[src/rtl/mem_arb_pkg.sv]
// Shared types and helpers for the unified-memory port arbiter.
package mem_arb_pkg;

   localparam int WORD_ADDR_W = 30;

   typedef enum logic {
      ARB_IDLE   = 1'b0,
      ARB_ACCESS = 1'b1
   } arb_state_t;

   typedef enum logic {
      REQ_IF = 1'b0,
      REQ_D  = 1'b1
   } req_id_t;

   // Stores acknowledge with zero data; loads return what memory delivered.
   function automatic logic [31:0] mask_load_data(input logic [3:0] we, input logic [31:0] rdata);
      logic [31:0] res;
      if (we != 4'd0) begin
         res = 32'd0;
      end else begin
         res = rdata;
      end
      return res;
   endfunction

endpackage

[src/rtl/mem_arb_lat_ctr.sv]
// Loadable down-counter that times one memory access; last flags the final cycle.
module mem_arb_lat_ctr #(
   parameter int W = 2
) (
   input  logic         clk,
   input  logic         rst,
   input  logic         load,
   input  logic [W-1:0] load_val,
   input  logic         en,
   output logic [W-1:0] cnt,
   output logic         last
);

   logic [W-1:0] cnt_q;
   logic [W-1:0] cnt_d;

   // Load takes precedence; otherwise count down toward zero while enabled.
   always_comb begin
      cnt_d = cnt_q;
      if (load) begin
         cnt_d = load_val;
      end else if (en && (cnt_q != '0)) begin
         cnt_d = cnt_q - W'(1);
      end else begin
         cnt_d = cnt_q;
      end
   end

   // Counter register, cleared by reset.
   always_ff @(posedge clk or posedge rst) begin
      if (rst) begin
         cnt_q <= '0;
      end else begin
         cnt_q <= cnt_d;
      end
   end

   assign cnt  = cnt_q;
   assign last = (cnt_q == W'(1));

endmodule

[src/rtl/mem_port_arbiter.sv]
// Arbitrates fetch and load/store requesters onto one fixed-latency memory port.
// Data normally wins; a starvation counter forces a fetch grant after
// STARVE_LIMIT consecutive data grants taken while fetch was waiting.
module mem_port_arbiter
   import mem_arb_pkg::*;
#(
   parameter int MEM_LATENCY  = 2,
   parameter int STARVE_LIMIT = 4
) (
   input  logic                   clk,
   input  logic                   rst,
   input  logic                   if_req,
   input  logic [WORD_ADDR_W-1:0] if_addr,
   output logic                   if_gnt,
   output logic                   if_rvalid,
   output logic [31:0]            if_rdata,
   output logic                   if_excpt,
   input  logic                   d_req,
   input  logic [WORD_ADDR_W-1:0] d_addr,
   input  logic [3:0]             d_we,
   input  logic [31:0]            d_wdata,
   output logic                   d_gnt,
   output logic                   d_rvalid,
   output logic [31:0]            d_rdata,
   output logic                   d_excpt,
   output logic                   m_en,
   output logic [WORD_ADDR_W-1:0] m_addr,
   output logic [3:0]             m_we,
   output logic [31:0]            m_wdata,
   input  logic [31:0]            m_rdata,
   input  logic                   m_excpt
);

   localparam int LW = $clog2(MEM_LATENCY + 1);
   localparam int SW = $clog2(STARVE_LIMIT + 1);
   localparam logic [LW-1:0] LAT_LOAD   = LW'(MEM_LATENCY);
   localparam logic [SW-1:0] STARVE_MAX = SW'(STARVE_LIMIT);

   arb_state_t             state_q, state_d;
   req_id_t                id_q, id_d;
   logic [WORD_ADDR_W-1:0] addr_q, addr_d;
   logic [3:0]             we_q, we_d;
   logic [31:0]            wdata_q, wdata_d;
   logic [SW-1:0]          starve_cnt_q, starve_cnt_d;
   logic                   if_rvalid_q, if_rvalid_d;
   logic                   d_rvalid_q, d_rvalid_d;
   logic [31:0]            if_rdata_q, if_rdata_d;
   logic [31:0]            d_rdata_q, d_rdata_d;
   logic                   if_excpt_q, if_excpt_d;
   logic                   d_excpt_q, d_excpt_d;

   logic                   if_gnt_s;
   logic                   d_gnt_s;
   logic                   lat_load_s;
   logic                   lat_en_s;
   logic [LW-1:0]          lat_cnt_s;
   logic                   lat_last_s;

   assign lat_en_s = (state_q == ARB_ACCESS) && (lat_cnt_s != '0);

   mem_arb_lat_ctr #(.W(LW)) u_lat_ctr (
      .clk      (clk),
      .rst      (rst),
      .load     (lat_load_s),
      .load_val (LAT_LOAD),
      .en       (lat_en_s),
      .cnt      (lat_cnt_s),
      .last     (lat_last_s)
   );

   // Grant decision in IDLE: data first unless fetch has been starved long enough.
   always_comb begin
      if_gnt_s = 1'b0;
      d_gnt_s  = 1'b0;
      if (state_q == ARB_IDLE) begin
         if (d_req && if_req) begin
            if (starve_cnt_q == STARVE_MAX) begin
               if_gnt_s = 1'b1;
            end else begin
               d_gnt_s = 1'b1;
            end
         end else if (d_req) begin
            d_gnt_s = 1'b1;
         end else if (if_req) begin
            if_gnt_s = 1'b1;
         end else begin
            if_gnt_s = 1'b0;
            d_gnt_s  = 1'b0;
         end
      end else begin
         if_gnt_s = 1'b0;
         d_gnt_s  = 1'b0;
      end
   end

   // Next-state: latch the winner at grant, capture the response on the last access cycle.
   always_comb begin
      state_d      = state_q;
      id_d         = id_q;
      addr_d       = addr_q;
      we_d         = we_q;
      wdata_d      = wdata_q;
      starve_cnt_d = starve_cnt_q;
      if_rvalid_d  = 1'b0;
      d_rvalid_d   = 1'b0;
      if_rdata_d   = if_rdata_q;
      d_rdata_d    = d_rdata_q;
      if_excpt_d   = if_excpt_q;
      d_excpt_d    = d_excpt_q;
      lat_load_s   = 1'b0;
      case (state_q)
         ARB_IDLE: begin
            if (d_gnt_s) begin
               state_d    = ARB_ACCESS;
               lat_load_s = 1'b1;
               id_d       = REQ_D;
               addr_d     = d_addr;
               we_d       = d_we;
               wdata_d    = d_wdata;
               if (!if_req) begin
                  starve_cnt_d = '0;
               end else if (starve_cnt_q == STARVE_MAX) begin
                  starve_cnt_d = starve_cnt_q;
               end else begin
                  starve_cnt_d = starve_cnt_q + SW'(1);
               end
            end else if (if_gnt_s) begin
               state_d      = ARB_ACCESS;
               lat_load_s   = 1'b1;
               id_d         = REQ_IF;
               addr_d       = if_addr;
               we_d         = 4'd0;
               wdata_d      = 32'd0;
               starve_cnt_d = '0;
            end else begin
               state_d = ARB_IDLE;
            end
         end
         ARB_ACCESS: begin
            if (lat_last_s) begin
               state_d = ARB_IDLE;
               if (id_q == REQ_IF) begin
                  if_rvalid_d = 1'b1;
                  if_rdata_d  = m_rdata;
                  if_excpt_d  = m_excpt;
               end else begin
                  d_rvalid_d = 1'b1;
                  d_rdata_d  = mask_load_data(we_q, m_rdata);
                  d_excpt_d  = m_excpt;
               end
            end else begin
               state_d = ARB_ACCESS;
            end
         end
         default: begin
            state_d = ARB_IDLE;
         end
      endcase
   end

   // State, latch and response registers; reset abandons any access in flight.
   always_ff @(posedge clk or posedge rst) begin
      if (rst) begin
         state_q      <= ARB_IDLE;
         id_q         <= REQ_IF;
         addr_q       <= '0;
         we_q         <= 4'd0;
         wdata_q      <= 32'd0;
         starve_cnt_q <= '0;
         if_rvalid_q  <= 1'b0;
         d_rvalid_q   <= 1'b0;
         if_rdata_q   <= 32'd0;
         d_rdata_q    <= 32'd0;
         if_excpt_q   <= 1'b0;
         d_excpt_q    <= 1'b0;
      end else begin
         state_q      <= state_d;
         id_q         <= id_d;
         addr_q       <= addr_d;
         we_q         <= we_d;
         wdata_q      <= wdata_d;
         starve_cnt_q <= starve_cnt_d;
         if_rvalid_q  <= if_rvalid_d;
         d_rvalid_q   <= d_rvalid_d;
         if_rdata_q   <= if_rdata_d;
         d_rdata_q    <= d_rdata_d;
         if_excpt_q   <= if_excpt_d;
         d_excpt_q    <= d_excpt_d;
      end
   end

   // Memory port is quiet outside ACCESS so nothing can be written while idle.
   assign m_en    = (state_q == ARB_ACCESS);
   assign m_addr  = m_en ? addr_q  : '0;
   assign m_we    = m_en ? we_q    : 4'd0;
   assign m_wdata = m_en ? wdata_q : 32'd0;

   assign if_gnt    = if_gnt_s;
   assign d_gnt     = d_gnt_s;
   assign if_rvalid = if_rvalid_q;
   assign if_rdata  = if_rdata_q;
   assign if_excpt  = if_excpt_q;
   assign d_rvalid  = d_rvalid_q;
   assign d_rdata   = d_rdata_q;
   assign d_excpt   = d_excpt_q;

endmodule

[config.mk]
export PLATFORM = sky130hd
export DESIGN_NAME = mem_port_arbiter
export DESIGN_NICKNAME = d
export VERILOG_FILES = /design/src/rtl/mem_arb_pkg.sv /design/src/rtl/mem_arb_lat_ctr.sv /design/src/rtl/mem_port_arbiter.sv
export SDC_FILE = /design/constraint.sdc
export NUM_CORES = 1
export LEC_CHECK = 0
export ABC_AREA = 1
export CORE_MARGIN = 2
export CORE_UTILIZATION = 47
export DETAILED_ROUTE_END_ITERATION = 10
export GPL_TIMING_DRIVEN = 0
export HOLD_SLACK_MARGIN = 0.12
export PLACE_DENSITY = 0.87
export SLEW_MARGIN = 20
export SYNTH_ARGS = -nofsm -noshare
export SYNTH_HDL_FRONTEND = slang
export SYNTH_SLANG_ARGS = --single-unit
[constraint.sdc]
create_clock -name clk -period 7.65 [get_ports clk]
set_input_delay 1.53 -clock clk [delete_from_list [all_inputs] [get_ports clk]]
set_output_delay 1.53 -clock clk [all_outputs]
set_load 0.1 [all_outputs]
Word level (Yosys, flattened, before mapping):

Index checks and enable logic that the tools add are counted.

* register bits after elaboration: 141
* bits in latches: 0
* bits in writable memories: 0
* bits in read-only memories: 0
* input bits: 133
* memories: 0

* $add $sub $neg: 2
* multiply operators: 0
* div/mod/pow operators: 0
* order comparisons: 0
* equal/unequal tests: 3
* shifts and indexed selects: 0
* multiplexer cells: 38
* bitwise operators: 2
* reductions and logical operators: 11

Operator list (number)
* 2-to-1 mux 32 bit: 4
* 2-to-1 mux 30 bit: 3
* 2-to-1 mux 1 bit: 21
* 2-to-1 mux 3 bit: 4
* 2-to-1 mux 4 bit: 3
* AND reduction 3 bit: 3
* nonzero test 2 bit: 3
* 2-to-1 mux 2 bit: 2
* nonzero test 4 bit: 1
* adder 3 x 1 -> 3 bit (second input constant): 1
* equality test 3 bit (second input constant): 1
* logical AND 1 bit: 3
* != test 3 bit (second input constant): 1
* equality test 2 x 1 -> 1 bit (second input constant): 1
* NOT 1 bit: 2
* case mux 1 bit (2 select lines): 1
* AND reduction 2 bit: 1
* subtractor 2 x 1 -> 2 bit (second input constant): 1

Longest topological paths before layout:

Gate-level depths: netlist of run 1.

* depth in word-level cells: 8
* depth in mapped cells: 9
* depth with buffers taken out: 8

By module:

Synthesis of run 1 repeated with hierarchy kept, for this count alone.

* cell total of the unflattened synthesis: 891
* area, all modules: 6608.8 um^2

Modules (own cells, without submodules)
* mem_port_arbiter: times used 1, cells each 870, area an instance 6465.0 um^2, seq. area each 3478.3 um^2
* mem_arb_lat_ctr: times used 1, cells each 21, area an instance 143.9 um^2, seq. area each 50.0 um^2

Worst setup path after synthesis of run 1:

OpenSTA, ideal clock, no wires.

* kind: input to output
* from: input port d_req
* to: output port if_gnt
* arrival time: 3.788 ns
* required time: 6.120 ns
* slack: 2.332 ns
* stages: 1
* path buffers: 0
* path through: a211oi_1

* cells in the longest elaborated chain, start to end: 3
* elaborated cells between the ends (all ways): 4
* classes of those cells: 3 x mux; 1 x reduce/logical

RTL lines
* from (decl): line mem_port_arbiter.sv:18 `input logic d_req,`
* 2-to-1 mux 1 bit or logical AND 1 bit (tied branches): line mem_port_arbiter.sv:82, mem_port_arbiter.sv:76
* 2-to-1 mux 1 bit *: line mem_port_arbiter.sv:76 `if (d_req && if_req) begin`
* 2-to-1 mux 1 bit *: line mem_port_arbiter.sv:75 `if (state_q == ARB_IDLE) begin`
* to (decl): line mem_port_arbiter.sv:14 `output logic if_gnt,`

Every way passes the cells marked *; elsewhere a longest branch is shown, timed or not.

Worst setup path after layout of run 1:

* from: input port d_req
* to: output port d_gnt

* cells in the longest elaborated chain, start to end: 3
* elaborated cells between the ends (all ways): 4
* classes of those cells: 3 x mux; 1 x reduce/logical

RTL lines
* 2-to-1 mux 1 bit or logical AND 1 bit (tied branches): line mem_port_arbiter.sv:82, mem_port_arbiter.sv:76
* 2-to-1 mux 1 bit *: line mem_port_arbiter.sv:76
* 2-to-1 mux 1 bit *: line mem_port_arbiter.sv:75
* to (decl): line mem_port_arbiter.sv:22 `output logic d_gnt,`

Marks and branches as above.

==> results of run 1 <==
==> per-layer routing <==
| layer | vias to the layer above | wire, microns | GRT usage | share of wire |
|---|---|---|---|---|
| met5 | - | 0 | 0 | 0 |
| met4 | 0 | 658 | 0.131 | 0.033 |
| met2 | 240 | 9900 | 0.469 | 0.50 |
| met3 | 51 | 1360 | 0.0702 | 0.068 |
| met1 | 3026 | 7900 | 0.330 | 0.40 |
| li1 | 3139 | - | - | - |
==> stage by stage <==
stage               instances  hold slack (ns)  cell area [sq um]
floorplan                 877            0.449               6500
global placement         1322            0.460               9410
detailed placement       1323            0.464               9440
CTS                      1355            0.480              10100
global route             1355            0.492              10100
finish                   1355            0.477              10100
==> Yosys cell counts (2+ instances only) <==
master / n / area share
inv_1: 139 / 0.080
o21ai_2: 2 / 0.0027
nand3_2: 2 / 0.0031
nor2_1: 4 / 0.0023
ha_1: 4 / 0.0077
nand2_1: 464 / 0.27
inv_2: 3 / 0.0017
buf_2: 21 / 0.016
buf_1: 5 / 0.0029
clkbuf_1: 15 / 0.0087
nand3_1: 62 / 0.048
o21ai_0: 5 / 0.0039
dfrtp_1: 141 / 0.54
==> worst min-delay path, stage by stage, from the launching register on <==
cell and delay, ns:
dfrtp_1 0.34, nand2_1 0.05, nand2_1 0.05
==> final cells by class <==
class                      count  area share
clock inverter                13      0.0186
clock buffer                  19      0.0440
tap                          176      0.0219
inverter                     142      0.0537
buffer                        42      0.0186
sequential                   141       0.350
multi-input combinational    552       0.223
timing repair buffer         270       0.270
==> cell families (layout without fill, tap and decap cells) <==
group	count (synthesis)	in the layout	share of synthesized area
adder cells (fa/ha/maj)	4	4	0.00770
buffers and inverters	184	486	0.111
AND/OR/NAND/NOR	535	535	0.325
flip-flops	141	141	0.543
XOR/XNOR	2	2	0.00270
AO/OA/AOI/OAI	11	11	0.0106
==> how the worst min path moves through the flow <==
stage                  endpoint  slack [ns]  cells past startpoint
floorplan            addr_q[22]        0.45                      2
global placement     d_rdata[6]        0.46                      2
detailed placement  if_rdata[2]        0.46                      2
CTS                 if_rdata[2]        0.48                      2
global route        if_rdata[9]        0.49                      2
finish               wdata_q[5]        0.48                      2
==> layout by cell type (no fill, tap or decap), types with 5 or more instances in the layout <==
| cell type | n |
|---|---|
| nand2_1 | 464 |
| clkdlybuf4s50_1 | 269 |
| dfrtp_1 | 141 |
| inv_1 | 138 |
| nand3_1 | 62 |
| buf_2 | 21 |
| clkbuf_16 | 17 |
| clkbuf_1 | 16 |
| buf_1 | 5 |
| o21ai_0 | 5 |
==> registers in the layout, indices dropped and copies added, names as in the netlist <==
name           cells
addr_q            30
d_excpt            1
d_rdata           32
d_rvalid           1
id_q               1
if_excpt           1
if_rdata          32
if_rvalid          1
m_en               1
starve_cnt_q       3
u_lat_ctr.cnt      2
wdata_q           32
we_q               4
==> results.json, run 1 <==
{
  "maxSlewHeadroom": 0.309,
  "path_buf_inv": 5,
  "setup.worst_path.end_class": "output pin",
  "critPathRequiredTime_ns": 6.12,
  "cts_tree": "built",
  "grt_pass1_vias": 6470,
  "dp_hpwl_mm": 14.2,
  "cp_slowest_stage_delay_ns": 1.16,
  "ys_async_sr_fraction": 1.00,
  "ys_ff_latch": 141,
  "path_class": "in -> out",
  "ant_nets": 0,
  "grt_max_degree": 79,
  "synth_cells": 877,
  "seqCellArea_sq_mm": 0.00353,
  "hp-start": "wdata_q[5]",
  "ys_seq_area_frac": 0.543,
  "path_cells": "clkdlybuf4s50_1, inv_1, nor2_4, o21ai_2, inv_2, buf_2, clkdlybuf4s50_1",
  "pre_cts_slack_ns": 1.98,
  "area_growth_pct": 55.1,
  "crit_path_frequent_cell": "clkdlybuf4s50_1",
  "fillers": 965,
  "drive_above_1_share": 0.0551,
  "io_buffers": 269,
  "multi_input_area_sq_mm": 0.00225,
  "hold_viol_final": 0,
  "cts-root-buf": "clkbuf_16",
  "io_pins": 270,
  "crit_start": "d_req",
  "endpoint": "d_gnt",
  "dieHeight_microns": 122,
  "cts_hold_buf": 0,
  "finalSetupTns_ns": 0,
  "grt_pass1_wl_mm": 31.4,
  "initial_core_util": 0.487,
  "syn-cell-area_sq_mm": 0.00650,
  "synth_nets": 1014,
  "holdCritPathClass": "reg -> reg",
  "synthFlopType": "dfrtp_1",
  "worst_path_dominant_cell_family": "buffers and inverters",
  "reg2reg_depth": 9,
  "clock-sinks": 141,
  "ys_types": 23,
  "r2r_start": "starve_cnt_q[0]",
  "finalClockSkew_ns": 0.00707,
  "finalWirelength_mm": 19.8,
  "critPathArrivalTime_ns": 4.13,
  "r2r_setup_slack_ns": 5.89,
  "fin_util": 0.755,
  "r2r-end": "addr_q[1]",
  "dieArea_sq_mm": 0.0148,
  "die_x_microns": 122,
  "routedWlPerCell_microns": 14.6,
  "cp.depth": 7,
  "row_count": 42,
  "crit_slowest_cell": "clkdlybuf4s50_1",
  "firstDrtPassIters": 5,
  "max_freq_ghz": 0.177,
  "cts-buffers-inserted": 17,
  "vias": 6456,
  "place.gp.congestion": 0.809,
  "clkTransAtPathRegs_ns": 0.06,
  "drt_iter0_drc": 389,
  "layout_setup_ws_ns": 1.99,
  "antenna_found_initial": 0,
  "via_per_inst": 4.76,
  "final.min_clock_period_ns": 5.66,
  "outcome": "complete, no violations",
  "nets": 1303,
  "yosys_warnings": 0,
  "start_kind": "input pin",
  "grt_overflow": 0,
  "finalSetupViolCount": 0,
  "postCtsSetupRepairBufs": 0,
  "drc": 0,
  "grtUsageTotal": 0.276,
  "cts.htree.levels": 4,
  "finalCritPeriodShare": 0.740,
  "cts_buffer_depth": 2,
  "avgSynthCellArea_sq_um": 7.41,
  "diodes": 0,
  "path_max_fanout": 10,
  "timing.max_cap.violations": 0,
  "core-area_sq_mm": 0.0133,
  "tightest_slew_ns": 1.03,
  "clk-insertion-delay-late_ns": 0.42,
  "rsz0062_at_grt": "no",
  "synth_edf_count": 0,
  "report.final.slew_viol_count": 0,
  "cts_resized": 0
}
Power of run 1 is not shown: default switching activity piles up to over one toggle a cycle in this logic, so the estimate is an artifact.
==> inputs of run 2 (changes only) <==
--- a/config.mk
+++ b/config.mk
@@ -7,11 +7,11 @@
 export LEC_CHECK = 0
 export ABC_AREA = 1
 export CORE_MARGIN = 2
-export CORE_UTILIZATION = 47
+export CORE_UTILIZATION = 43
 export DETAILED_ROUTE_END_ITERATION = 10
 export GPL_TIMING_DRIVEN = 0
 export HOLD_SLACK_MARGIN = 0.12
-export PLACE_DENSITY = 0.87
+export PLACE_DENSITY = 0.8
 export SLEW_MARGIN = 20
 export SYNTH_ARGS = -nofsm -noshare
 export SYNTH_HDL_FRONTEND = slang
==> constraint.sdc (replaced) <==
create_clock -name clk -period 5.48 [get_ports clk]
set_input_delay 1.096 -clock clk [delete_from_list [all_inputs] [get_ports clk]]
set_output_delay 1.096 -clock clk [all_outputs]
set_load 0.1 [all_outputs]
==> run 2 against run 1 <==
Against the previous run: sequential share of layout area up 0.11 points; flip-flop and latch count unchanged; count of clock-buffer cells in the layout did not move; clock skew grew 0.0026 ns; wire length is 6.0% lower; register-to-register slack lost 2.2 ns; highest routed layer unchanged; utilization fell by 6.9 points; cell count grew 0.52%; non-clock buffer count unchanged; critical path depth unchanged; critical endpoint unchanged; critical path type unchanged; largest cell class unchanged.
==> results.json, run 2 (same netlist as run 1, synthesis figures left out) <==
{
  "outcome": "complete, no violations",
  "grtUsageTotal": 0.240,
  "postPlaceCellArea_sq_mm": 0.00945,
  "fin_area_sq_mm": 0.0100,
  "firstDrtPassIters": 5,
  "dp_hpwl_mm": 13.8,
  "report.final.slew_viol_count": 0,
  "finalWirelength_mm": 18.6,
  "layout_setup_ws_ns": 0.709,
  "start_kind": "input pin",
  "final.min_clock_period_ns": 4.77,
  "place.gp.congestion": 0.826,
  "cts_buffer_depth": 2,
  "stdcell_count": 1362,
  "diodes": 0,
  "grt_pass1_wl_mm": 30.7,
  "maxSlewHeadroom": 0.292,
  "timing.max_cap.violations": 0,
  "crit_slowest_cell": "clkdlybuf4s50_1",
  "clock-sinks": 141,
  "io_buffers": 269,
  "dp.cells": 1331,
  "max_freq_ghz": 0.210,
  "area_growth_pct": 54.6,
  "critPathRequiredTime_ns": 4.38,
  "grt_pass1_vias": 6172,
  "holdCritPathClass": "reg -> reg",
  "rsz0062_at_grt": "no",
  "cts-root-buf": "clkbuf_16",
  "finalSetupViolCount": 0,
  "initial_core_util": 0.444,
  "postCtsSetupRepairBufs": 0,
  "critPathArrivalTime_ns": 3.68,
  "r2r-end": "addr_q[0]",
  "path_class": "in -> out",
  "dieHeight_microns": 127,
  "finalSetupTns_ns": 0,
  "row_count": 44,
  "drc": 0,
  "dieArea_sq_mm": 0.0161,
  "setup.worst_path.end_class": "output pin",
  "routedWlPerCell_microns": 13.7,
  "cts_tree": "built",
  "path_cells": "clkdlybuf4s50_1, inv_1, nor2_4, o21ai_2, inv_2, buf_2, clkdlybuf4s50_1",
  "r2r_start": "starve_cnt_q[0]",
  "path_max_fanout": 10,
  "hold_viol_final": 0,
  "grt_overflow": 0,
  "endpoint": "d_gnt",
  "tightest_slew_ns": 1.06,
  "reg2reg_depth": 9,
  "clkTransAtPathRegs_ns": 0.06,
  "antenna_found_initial": 0,
  "core-area_sq_mm": 0.0146,
  "cts_hold_buf": 0,
  "grt_max_degree": 84,
  "nets": 1303,
  "crit_start": "d_req",
  "finalCritPeriodShare": 0.871,
  "cts.htree.levels": 4,
  "final_common_cell": "nand2_1",
  "cts-buffers-inserted": 17,
  "drive_above_1_share": 0.0552,
  "via_per_inst": 4.62,
  "vias": 6290,
  "io_pins": 270,
  "r2r_setup_slack_ns": 3.71,
  "die_x_microns": 127,
  "crit_path_frequent_cell": "clkdlybuf4s50_1",
  "cp_slowest_stage_delay_ns": 1.17,
  "finalClockSkew_ns": 0.00970,
  "ant_nets": 0,
  "clk-insertion-delay-late_ns": 0.41,
  "drt_iter0_drc": 398,
  "pre_cts_slack_ns": 0.719,
  "cts_resized": 0,
  "layout_common_cells": "nand2_1, clkdlybuf4s50_1, dfrtp_1, inv_1, nand3_1"
}
[run 2: cell types whose count changed in the layout (fill, tap and decap cells not counted), sizes merged]
| cell | previous run | this run |
|---|---|---|
| bufinv | 4 | 2 |
| clkinv | 4 | 2 |
| inv | 144 | 146 |
| clkinvlp | 3 | 4 |
[run 2: worst min-delay path by stage]
stage                  endpoint  slack (ns)  depth (start not counted)         from
floorplan            addr_q[22]        0.45                          2   addr_q[22]
finish              d_rdata[11]        0.48                          2  d_rdata[11]
detailed placement   d_rdata[9]        0.46                          2   d_rdata[9]
CTS                  d_rdata[9]        0.48                          2   d_rdata[9]
global route         addr_q[12]        0.49                          2   addr_q[12]
global placement     d_rdata[7]        0.46                          2   d_rdata[7]
[run 2: layer usage]
layer / up-vias / part of all wire / GRT usage
li1: 3149 / - / -
met1: 2898 / 0.43 / 0.300
met2: 209 / 0.49 / 0.402
met3: 34 / 0.061 / 0.0628
met4: 0 / 0.023 / 0.0899
met5: - / 0 / 0
[run 2: layout make-up]
type	instances	area, sq um
well taps	184	230
flip-flops and latches	141	3530
plain buffers	42	188
repair buffers	270	2720
clock inverters	12	135
clock buffers	19	453
fillers	1220	4600
inverters	142	541
multi-input cells	552	2250
[run 2: worst max-delay path, delay by kind of cell]
kind / cells / cell delay, ns
and+or+nand+nor: 1 / 0.17
buffers and inverters: 5 / 2.26
AOI/OAI and AO/OA: 1 / 0.13
[run 2: metrics by stage]
stage | hold slack, ns | util
floorplan | 0.449 | -
global placement | 0.461 | 0.643
detailed placement | 0.464 | 0.646
CTS | 0.481 | 0.686
global route | 0.490 | 0.686
finish | 0.475 | 0.686
Power of run 2 is left out for the same reason.
==> inputs of run 3 (changes only) <==
--- a/config.mk
+++ b/config.mk
@@ -6,12 +6,14 @@
 export NUM_CORES = 1
 export LEC_CHECK = 0
 export ABC_AREA = 1
+export ABC_CLOCK_PERIOD_IN_PS = 5480
 export CORE_MARGIN = 2
 export CORE_UTILIZATION = 43
 export DETAILED_ROUTE_END_ITERATION = 10
 export GPL_TIMING_DRIVEN = 0
 export HOLD_SLACK_MARGIN = 0.12
 export PLACE_DENSITY = 0.8
+export RECOVER_POWER = 50
 export SLEW_MARGIN = 20
 export SYNTH_ARGS = -nofsm -noshare
 export SYNTH_HDL_FRONTEND = slang
==> run 3 against run 2 <==
Against the previous run: the run now ends with capacitance limit, slew limit left; utilization down 0.18 points; via count up 0.14%; first-iteration DRC count up 1.0%; global-route usage unchanged; wire length up 0.20%; hold slack about the same; fmax up 0.37%; die area unchanged; non-clock buffer count unchanged; cell count unchanged; critical path type unchanged.
==> results.json, run 3 (same netlist as run 1, synthesis figures left out) <==
{
  "cts-root-buf": "clkbuf_16",
  "max_freq_ghz": 0.210,
  "row_count": 44,
  "antenna_found_initial": 0,
  "vias": 6299,
  "routedWlPerCell_microns": 13.7,
  "cts.htree.levels": 4,
  "fin_area_sq_mm": 0.0100,
  "dieHeight_microns": 127,
  "initial_core_util": 0.444,
  "postPlaceCellArea_sq_mm": 0.00945,
  "nets": 1303,
  "core-area_sq_mm": 0.0146,
  "timing.max_cap.violations": 1,
  "hold_viol_final": 0,
  "r2r_setup_slack_ns": 3.36,
  "r2r_start": "u_lat_ctr.cnt[1]",
  "final.min_clock_period_ns": 4.75,
  "layout_common_cells": "nand2_1, clkdlybuf4s50_1, dfrtp_1, inv_1, nand3_1",
  "path_class": "in -> out",
  "critPathArrivalTime_ns": 3.66,
  "cts_resized": 0,
  "postCtsSetupRepairBufs": 0,
  "holdCritPathClass": "reg -> reg",
  "violations": "capacitance limit, slew limit",
  "finalClockSkew_ns": 0.00906,
  "report.final.slew_viol_count": 59,
  "cts-buffers-inserted": 17,
  "finalCritPeriodShare": 0.867,
  "firstDrtPassIters": 7,
  "drt_iter0_drc": 402,
  "drc": 0,
  "grtUsageTotal": 0.240,
  "maxSlewHeadroom": -0.763,
  "start_kind": "input pin",
  "cts_tree": "built",
  "diodes": 0,
  "tightest_slew_ns": 2.63,
  "cts_buffer_depth": 2,
  "outcome": "complete, but fails checks",
  "final_common_cell": "nand2_1",
  "drive_above_1_share": 0.0475,
  "reg2reg_depth": 7,
  "grt_pass1_vias": 6172,
  "dieArea_sq_mm": 0.0161,
  "place.gp.congestion": 0.826,
  "finalSetupViolCount": 0,
  "endpoint": "d_gnt",
  "clock-sinks": 141,
  "grt_pass1_wl_mm": 30.7,
  "critPathRequiredTime_ns": 4.38,
  "clk-insertion-delay-late_ns": 0.41,
  "io_buffers": 269,
  "setup.worst_path.end_class": "output pin",
  "layout_setup_ws_ns": 0.726,
  "io_pins": 270,
  "ant_nets": 0,
  "clkTransAtPathRegs_ns": 0.06,
  "pre_cts_slack_ns": 0.719,
  "r2r-end": "d_rdata[1]",
  "path_max_fanout": 10,
  "finalWirelength_mm": 18.7,
  "grt_overflow": 0,
  "area_growth_pct": 54.2,
  "fin_util": 0.684,
  "via_per_inst": 4.62,
  "die_x_microns": 127,
  "dp_hpwl_mm": 13.8,
  "rsz0062_at_grt": "no",
  "grt_max_degree": 84,
  "cts_hold_buf": 0,
  "crit_start": "d_req"
}
## run 3: cell types whose count changed in the layout (fill, tap and decap cells not counted), sizes merged
cell / before / now
clkdlybuf4s50: 269 / 267
buf: 28 / 22
clkbuf: 34 / 40
clkinvlp: 4 / 5
inv: 146 / 145
dlygate4sd3: 0 / 2
## run 3: per-layer routing
| metal | vias to the layer above | track usage | wire length (microns) |
|---|---|---|---|
| met5 | - | 0 | 0 |
| met4 | 0 | 0.0899 | 426 |
| met2 | 219 | 0.402 | 9170 |
| met1 | 2899 | 0.300 | 7920 |
| li1 | 3147 | - | - |
| met3 | 34 | 0.0628 | 1160 |
## run 3: area by class of cell
type / instances / area (sq um)
well taps: 184 / 230
flip-flops and latches: 141 / 3530
clock buffers: 19 / 453
repair buffers: 270 / 2720
multi-input cells: 552 / 2230
clock inverters: 12 / 135
plain buffers: 42 / 180
inverters: 142 / 534
fillers: 1225 / 4630
## run 3: how the worst min path moves through the flow
| stage | from | to | slack, ns | cells after the start |
|---|---|---|---|---|
| after floorplan | addr_q[22] | addr_q[22] | 0.45 | 2 |
| after global placement | d_rdata[7] | d_rdata[7] | 0.46 | 2 |
| after detailed placement | d_rdata[9] | d_rdata[9] | 0.46 | 2 |
| after CTS | d_rdata[9] | d_rdata[9] | 0.48 | 2 |
| after global routing | addr_q[12] | addr_q[12] | 0.49 | 2 |
| final | d_rdata[11] | d_rdata[11] | 0.48 | 2 |
## run 3: critical path: stages
cell and delay [ns]:
clkdlybuf4s50_1 0.54, inv_1 0.09, nor2_4 0.17, o21ai_2 0.13
inv_2 0.19, buf_2 0.26, clkdlybuf4s50_1 1.17
## run 3: metrics by stage
step	hold slack [ns]	TNS, ns	instances
3_5_place_dp	0.464	0	1331
4_1_cts	0.481	0	1362
2_1_floorplan	0.449	0	877
3_3_place_gp	0.461	-189.43	1330
6_report	0.475	0	1362
5_1_grt	0.490	0	1362
Power of run 3 is left out for the same reason.
